[src/rtl/op_stack_ctrl.sv]
// Operator-stack controller for shunting-yard infix-to-postfix conversion.
// Drives the external precedence comparator and emits a postfix token stream.
module op_stack_ctrl #(
   parameter  int unsigned DATA_W = 32,
   parameter  int unsigned DEPTH  = 16,
   localparam int unsigned CO_N   = 4
) (
   input  logic              Clock,
   input  logic              Reset,
   input  logic              in_valid,
   output logic              in_ready,
   input  logic              in_num,
   input  logic [DATA_W-1:0] in_data,
   output logic [CO_N-1:0]   prec_a,
   output logic [CO_N-1:0]   prec_b,
   input  logic              prec_lle_rlt,
   output logic              out_valid,
   input  logic              out_ready,
   output logic              out_num,
   output logic [DATA_W-1:0] out_data,
   output logic              error,
   output logic [1:0]        err_code
);

   localparam int unsigned CW = $clog2(DEPTH + 1);
   localparam int unsigned IW = (DEPTH > 1) ? $clog2(DEPTH) : 1;

   localparam logic [CO_N-1:0] CO_OK = 4'd0;
   localparam logic [CO_N-1:0] CO_AD = 4'd1;
   localparam logic [CO_N-1:0] CO_SB = 4'd2;
   localparam logic [CO_N-1:0] CO_MU = 4'd3;
   localparam logic [CO_N-1:0] CO_DI = 4'd4;
   localparam logic [CO_N-1:0] CO_LP = 4'd5;
   localparam logic [CO_N-1:0] CO_RP = 4'd6;
   localparam logic [CO_N-1:0] CO_PS = 4'd7;
   localparam logic [CO_N-1:0] CO_NS = 4'd8;

   localparam logic [2:0] S_IN  = 3'd0;
   localparam logic [2:0] S_CMP = 3'd1;
   localparam logic [2:0] S_RP  = 3'd2;
   localparam logic [2:0] S_END = 3'd3;
   localparam logic [2:0] S_ERR = 3'd4;

   logic [2:0]        state_q, state_d;
   logic [CW-1:0]     count_q, count_d;
   logic [CO_N-1:0]   stack_q [DEPTH];
   logic [CO_N-1:0]   stack_d [DEPTH];
   logic [CO_N-1:0]   hold_q, hold_d;
   logic              out_valid_q, out_valid_d;
   logic              out_num_q, out_num_d;
   logic [DATA_W-1:0] out_data_q, out_data_d;
   logic [1:0]        err_code_q, err_code_d;

   logic              slot_free;
   logic              accept;
   logic              empty;
   logic              full;
   logic              top_is_lp;
   logic [CO_N-1:0]   op_in;
   logic [CO_N-1:0]   top;
   logic [IW-1:0]     top_idx;
   logic [IW-1:0]     wr_idx;
   logic              push_en;
   logic [CO_N-1:0]   push_val;
   logic              pop_emit;

   assign slot_free = !out_valid_q || out_ready;
   assign in_ready  = ((state_q == S_IN) || (state_q == S_ERR)) && slot_free;
   assign accept    = in_valid && in_ready;
   assign op_in     = in_data[CO_N-1:0];
   assign empty     = (count_q == '0);
   assign full      = (count_q == CW'(DEPTH));
   assign top_idx   = IW'(count_q - CW'(1));
   assign wr_idx    = IW'(count_q);
   assign top       = stack_q[top_idx];
   assign top_is_lp = !empty && (top == CO_LP);

   assign prec_a    = hold_q;
   assign prec_b    = empty ? CO_OK : top;

   assign out_valid = out_valid_q;
   assign out_num   = out_num_q;
   assign out_data  = out_data_q;
   assign error     = (state_q == S_ERR);
   assign err_code  = err_code_q;

   always_comb begin
      state_d     = state_q;
      count_d     = count_q;
      stack_d     = stack_q;
      hold_d      = hold_q;
      out_valid_d = out_valid_q && !out_ready;
      out_num_d   = out_num_q;
      out_data_d  = out_data_q;
      err_code_d  = err_code_q;
      push_en     = 1'b0;
      push_val    = CO_OK;
      pop_emit    = 1'b0;

      case (state_q)
         S_IN: begin
            if (accept) begin
               if (in_num) begin
                  out_valid_d = 1'b1;
                  out_num_d   = 1'b1;
                  out_data_d  = in_data;
               end else begin
                  case (op_in)
                     CO_LP, CO_PS, CO_NS: begin
                        push_en  = 1'b1;
                        push_val = op_in;
                     end
                     CO_AD, CO_SB, CO_MU, CO_DI: begin
                        hold_d  = op_in;
                        state_d = S_CMP;
                     end
                     CO_RP:   state_d = S_RP;
                     CO_OK:   state_d = S_END;
                     default: begin
                        state_d    = S_ERR;
                        err_code_d = 2'd3;
                     end
                  endcase
               end
            end
         end

         // An open paren never reduces, even if the comparator claims otherwise.
         S_CMP: begin
            if (empty || !prec_lle_rlt || top_is_lp) begin
               push_en  = 1'b1;
               push_val = hold_q;
               state_d  = S_IN;
            end else if (slot_free) begin
               pop_emit = 1'b1;
            end
         end

         S_RP: begin
            if (empty) begin
               state_d    = S_ERR;
               err_code_d = 2'd1;
            end else if (top_is_lp) begin
               count_d = count_q - CW'(1);
               state_d = S_IN;
            end else if (slot_free) begin
               pop_emit = 1'b1;
            end
         end

         S_END: begin
            if (top_is_lp) begin
               state_d    = S_ERR;
               err_code_d = 2'd1;
            end else if (!empty) begin
               if (slot_free) pop_emit = 1'b1;
            end else if (slot_free) begin
               out_valid_d = 1'b1;
               out_num_d   = 1'b0;
               out_data_d  = DATA_W'(CO_OK);
               state_d     = S_IN;
            end
         end

         S_ERR: begin
            if (accept && !in_num && (op_in == CO_OK)) begin
               count_d    = '0;
               err_code_d = 2'd0;
               state_d    = S_IN;
            end
         end

         default: begin
            state_d = S_IN;
            count_d = '0;
         end
      endcase

      // Overflow overrides whatever next state the push site chose.
      if (push_en) begin
         if (full) begin
            state_d    = S_ERR;
            err_code_d = 2'd2;
         end else begin
            stack_d[wr_idx] = push_val;
            count_d         = count_q + CW'(1);
         end
      end

      if (pop_emit) begin
         out_valid_d = 1'b1;
         out_num_d   = 1'b0;
         out_data_d  = DATA_W'(top);
         count_d     = count_q - CW'(1);
      end
   end

   always_ff @(posedge Clock) begin
      if (Reset) begin
         state_q     <= S_IN;
         count_q     <= '0;
         hold_q      <= CO_OK;
         out_valid_q <= 1'b0;
         out_num_q   <= 1'b0;
         out_data_q  <= '0;
         err_code_q  <= 2'd0;
      end else begin
         state_q     <= state_d;
         count_q     <= count_d;
         hold_q      <= hold_d;
         out_valid_q <= out_valid_d;
         out_num_q   <= out_num_d;
         out_data_q  <= out_data_d;
         err_code_q  <= err_code_d;
      end
   end

   always_ff @(posedge Clock) begin
      stack_q <= stack_d;
   end

endmodule

[config.mk]
export PLATFORM = sky130hd
export DESIGN_NAME = op_stack_ctrl
export DESIGN_NICKNAME = d
export VERILOG_FILES = /design/src/rtl/op_stack_ctrl.sv
export SDC_FILE = /design/constraint.sdc
export NUM_CORES = 1
export LEC_CHECK = 0
export ABC_AREA = 1
export BUFFER_PORTS_ARGS = -buffer_cell sky130_fd_sc_hd__buf_2
export CAP_MARGIN = 25
export CORE_UTILIZATION = 57
export CTS_CLUSTER_DIAMETER = 40
export DETAILED_ROUTE_END_ITERATION = 8
export PLACE_DENSITY = 0.8
export SLEW_MARGIN = 0
export SYNTH_ARGS = -nofsm -noshare
export SYNTH_HDL_FRONTEND = slang
export SYNTH_SLANG_ARGS = --single-unit
[constraint.sdc]
create_clock -name Clock -period 3.4 [get_ports Clock]
set_input_delay 0.34 -clock Clock [delete_from_list [all_inputs] [get_ports Clock]]
set_output_delay 0.34 -clock Clock [all_outputs]
set_load 0.02 [all_outputs]
==> flow_summary.yaml <==
status:
  outcome: "completed"
clocking:
  cts.clk_slew.worst_paths_ps: 110
  clockBufferDepth: 2
  post-cts-setup-buffers: 0
  numClockSinks: 112
  cts_tree: "done"
  cts_buffers: 9
  cts_root_buffer: "clkbuf_8"
  cts.htree.levels: 3
  hold_buffers: 0
  clk_latency_ps: 390
power:
  intPower_mw: 1.949
  power_density_nw_per_um2: 467.7
  power_frac_seq_pct: 53.2
  irDropWorstVdd_mv: 0.2974
  p_comb_share_pct: 19.3
  p_sw_uw: 884.6
  p_clk_share_pct: 27.5
  cellLeakagePower_nw: 2.699
  switching_share_pct: 31.22
  p_total_mw: 2.833
logic_synthesis:
  synth_nets: 682
  synth_warnings: 0
  synth_flop_cell: "edfxtp_1"
  synth_area_sq_um: 5376
  synth_top_area_share_pct: 35.75
  synth_cell_types: 31
  synthTopCellsByArea: "edfxtp_1 36%, dfxtp_1 18%, nand2_1 12%"
  yosysTopAreaCell: "edfxtp_1"
  syn_area_per_cell_sq_um: 8.414
  seq_area_frac_synth_pct: 53.62
  syn-instance-count: 639
  synthArstFlopShare_pct: 0
  synth_edf_count: 64
  yosysMostFrequentCell: "nand2_1"
  yosys_register_bits: 112
  netlist_top_cells_count: "174 x nand2_1, 94 x nand3_1, 65 x inv_1"
setup_path:
  crit_path_cell_trace: "inv_1, ha_1, inv_1, nand3_1, nand3_1, nand3_1, nand2_1, nor2_4, nand3_4, nand2_1, nand2_1, nand2_2, nand2_4, nor3_1"
  critPathSlowestCell: "nor3_1"
  worst-setup-path-type: "flip-flop to flip-flop"
  end_kind: "flip-flop"
  critPathRequiredTime_ps: 3420
  cp_max_fo: 15
  crit_arrival_ps: 3210
  crit_path_start_kind: "flip-flop"
  cp_slowest_stage_delay_ps: 500
  r2r_cells: 14
grt:
  grt_use_total_pct: 28.39
  grt_max_degree: 40
  grt_pass1_wl_mm: 21.35
  first_global_vias: 4487
  grt_antenna_before_repair: 0
  grt-ovfl-total: 0
floorplanning:
  dieArea_sq_um: 9825
  rows: 35
  io_pins: 84
  initial_core_util_pct: 58.46
  fp.dieW_um: 99.12
  die_y_um: 99.12
  core_sq_um: 9196
finish:
  area_growth_syn_to_layout_pct: 12.68
  fin_nets: 760
  finish.utilization_pct: 65.88
  drive_above_1_share_pct: 20.64
  antennaDiodeCount: 0
  fin_cells: 833
detailed_routing:
  drtAntennaViolNets: 0
  wl_per_cell_um: 15.92
  drt_iter0_markers: 415
  drc: 0
  routed_wl_mm: 13.26
  via_count: 4612
  firstDrtPassIters: 5
  viasPerCell: 5.537
timing:
  slew_headroom_pct: 52.40
  rsz0062_at_grt: "true"
  clock_skew_ps: 17.04
  setup_viol: 0
  slew_viol_final: 0
  fin_crit_ps: 3185
  fmax_mhz: 314.0
  hold_viol_final: 0
  worstMarginPinSlew_ps: 711.4
  finalCritPeriodShare_pct: 93.68
  tns_ps: 0
min_path:
  min_path_cells: 3
  worstHoldPathType: "primary input to flip-flop"
place:
  port_buffers: 83
  place.gp.congestion: 1.000
  dp_hpwl_mm: 9.475
  dp.cells: 817
flow_run:
  drv_cap: 0
metrics by stage:
step	worst slack (ps)	hold WS, ps	instance area (sq um)
floorplan	377.8	409.1	5376
global placement	340.6	445.2	5841
detailed placement	235.4	450.2	5841
CTS	220.2	200.6	6036
global route	-101.9	192.0	6058
finish	214.8	210.7	6058
final cells by class:
class                      instances  area, sq um
multi-input combinational        430         2079
clock buffer                      10        137.6
tap                              111        138.9
timing repair buffer              94        498.0
sequential                       112         2883
clock inverter                     6        57.56
inverter                          70        264.0
fill                             769         3138
layer usage:
layer  vias to the layer above  routed length, um  track usage, %
met1                      2107               5472           35.81
met4                         0                352           11.54
li1                       2249                  -               -
met2                       225               6236           46.26
met5                         -                  0               0
met3                        31               1197           8.222
cell usage in the layout (no fill, tap or decap), types with 2 or more instances in the layout:
| cell type | instances |
|---|---|
| o211ai_1 | 3 |
| nand3_1 | 94 |
| ha_1 | 5 |
| clkbuf_8 | 10 |
| xor2_1 | 4 |
| nand3_2 | 2 |
| nand2_4 | 3 |
| a21oi_2 | 10 |
| dfxtp_1 | 48 |
| a21oi_1 | 32 |
| inv_6 | 3 |
| buf_2 | 83 |
| a31oi_1 | 2 |
| nand2_1 | 174 |
| nor3_2 | 2 |
| inv_1 | 65 |
| inv_2 | 4 |
| edfxtp_1 | 64 |
| buf_4 | 11 |
| nand2_2 | 6 |
| nor2_2 | 7 |
| nor3_1 | 6 |
| nor2_4 | 3 |
| o21ai_0 | 28 |
| nor2_1 | 41 |
| o21ai_1 | 3 |
worst paths after layout:
kind,startpoint,to,slack (ps)
worst max-delay path,count_q[1],stack_q[31],210
worst min-delay path,in_data[19],out_data[19],210
worst max register to register,count_q[1],stack_q[31],210
worst min register to register,out_data[22],out_data[22],470
logic make-up after synthesis:
logic type	Yosys count	synth area share, %
simple gates	341	28.00
flops	112	53.62
buf+inv	97	8.122
compound gates	80	8.447
fa+ha+maj	5	1.164
xor+xnor	4	0.6516
state kept, by name, summed over array words and instances, names as in the netlist:
register	flops
count_q	5
err_code	2
out_data	32
out_num	1
out_valid	1
prec_a	4
stack_q	64
state_q	3
power by group through the flow:
stage | Combinational, mW | Sequential, mW | Clock (mW)
floorplan | 0.319 | 1.60 | 0
global placement | 0.528 | 1.53 | 0
detailed placement | 0.540 | 1.53 | 0
CTS | 0.541 | 1.51 | 0.788
global route | 0.602 | 1.51 | 0.845
finish | 0.547 | 1.51 | 0.779
repair_timing:
item | in CTS | in global routing
endpoints found under the setup margin | 0 | 56
endpoints found under the hold margin | 0 | 0
gates resized for setup | 0 | 8
worst max-delay path: cells and delay by family (launching register included):
kind / cells / cell delay [ps]
and+or+nand+nor: 11 / 1710
buffers and inverters: 2 / 340
DFF: 1 / 430
adders and majority gates: 1 / 340
Power figures use the tool's default switching activity.
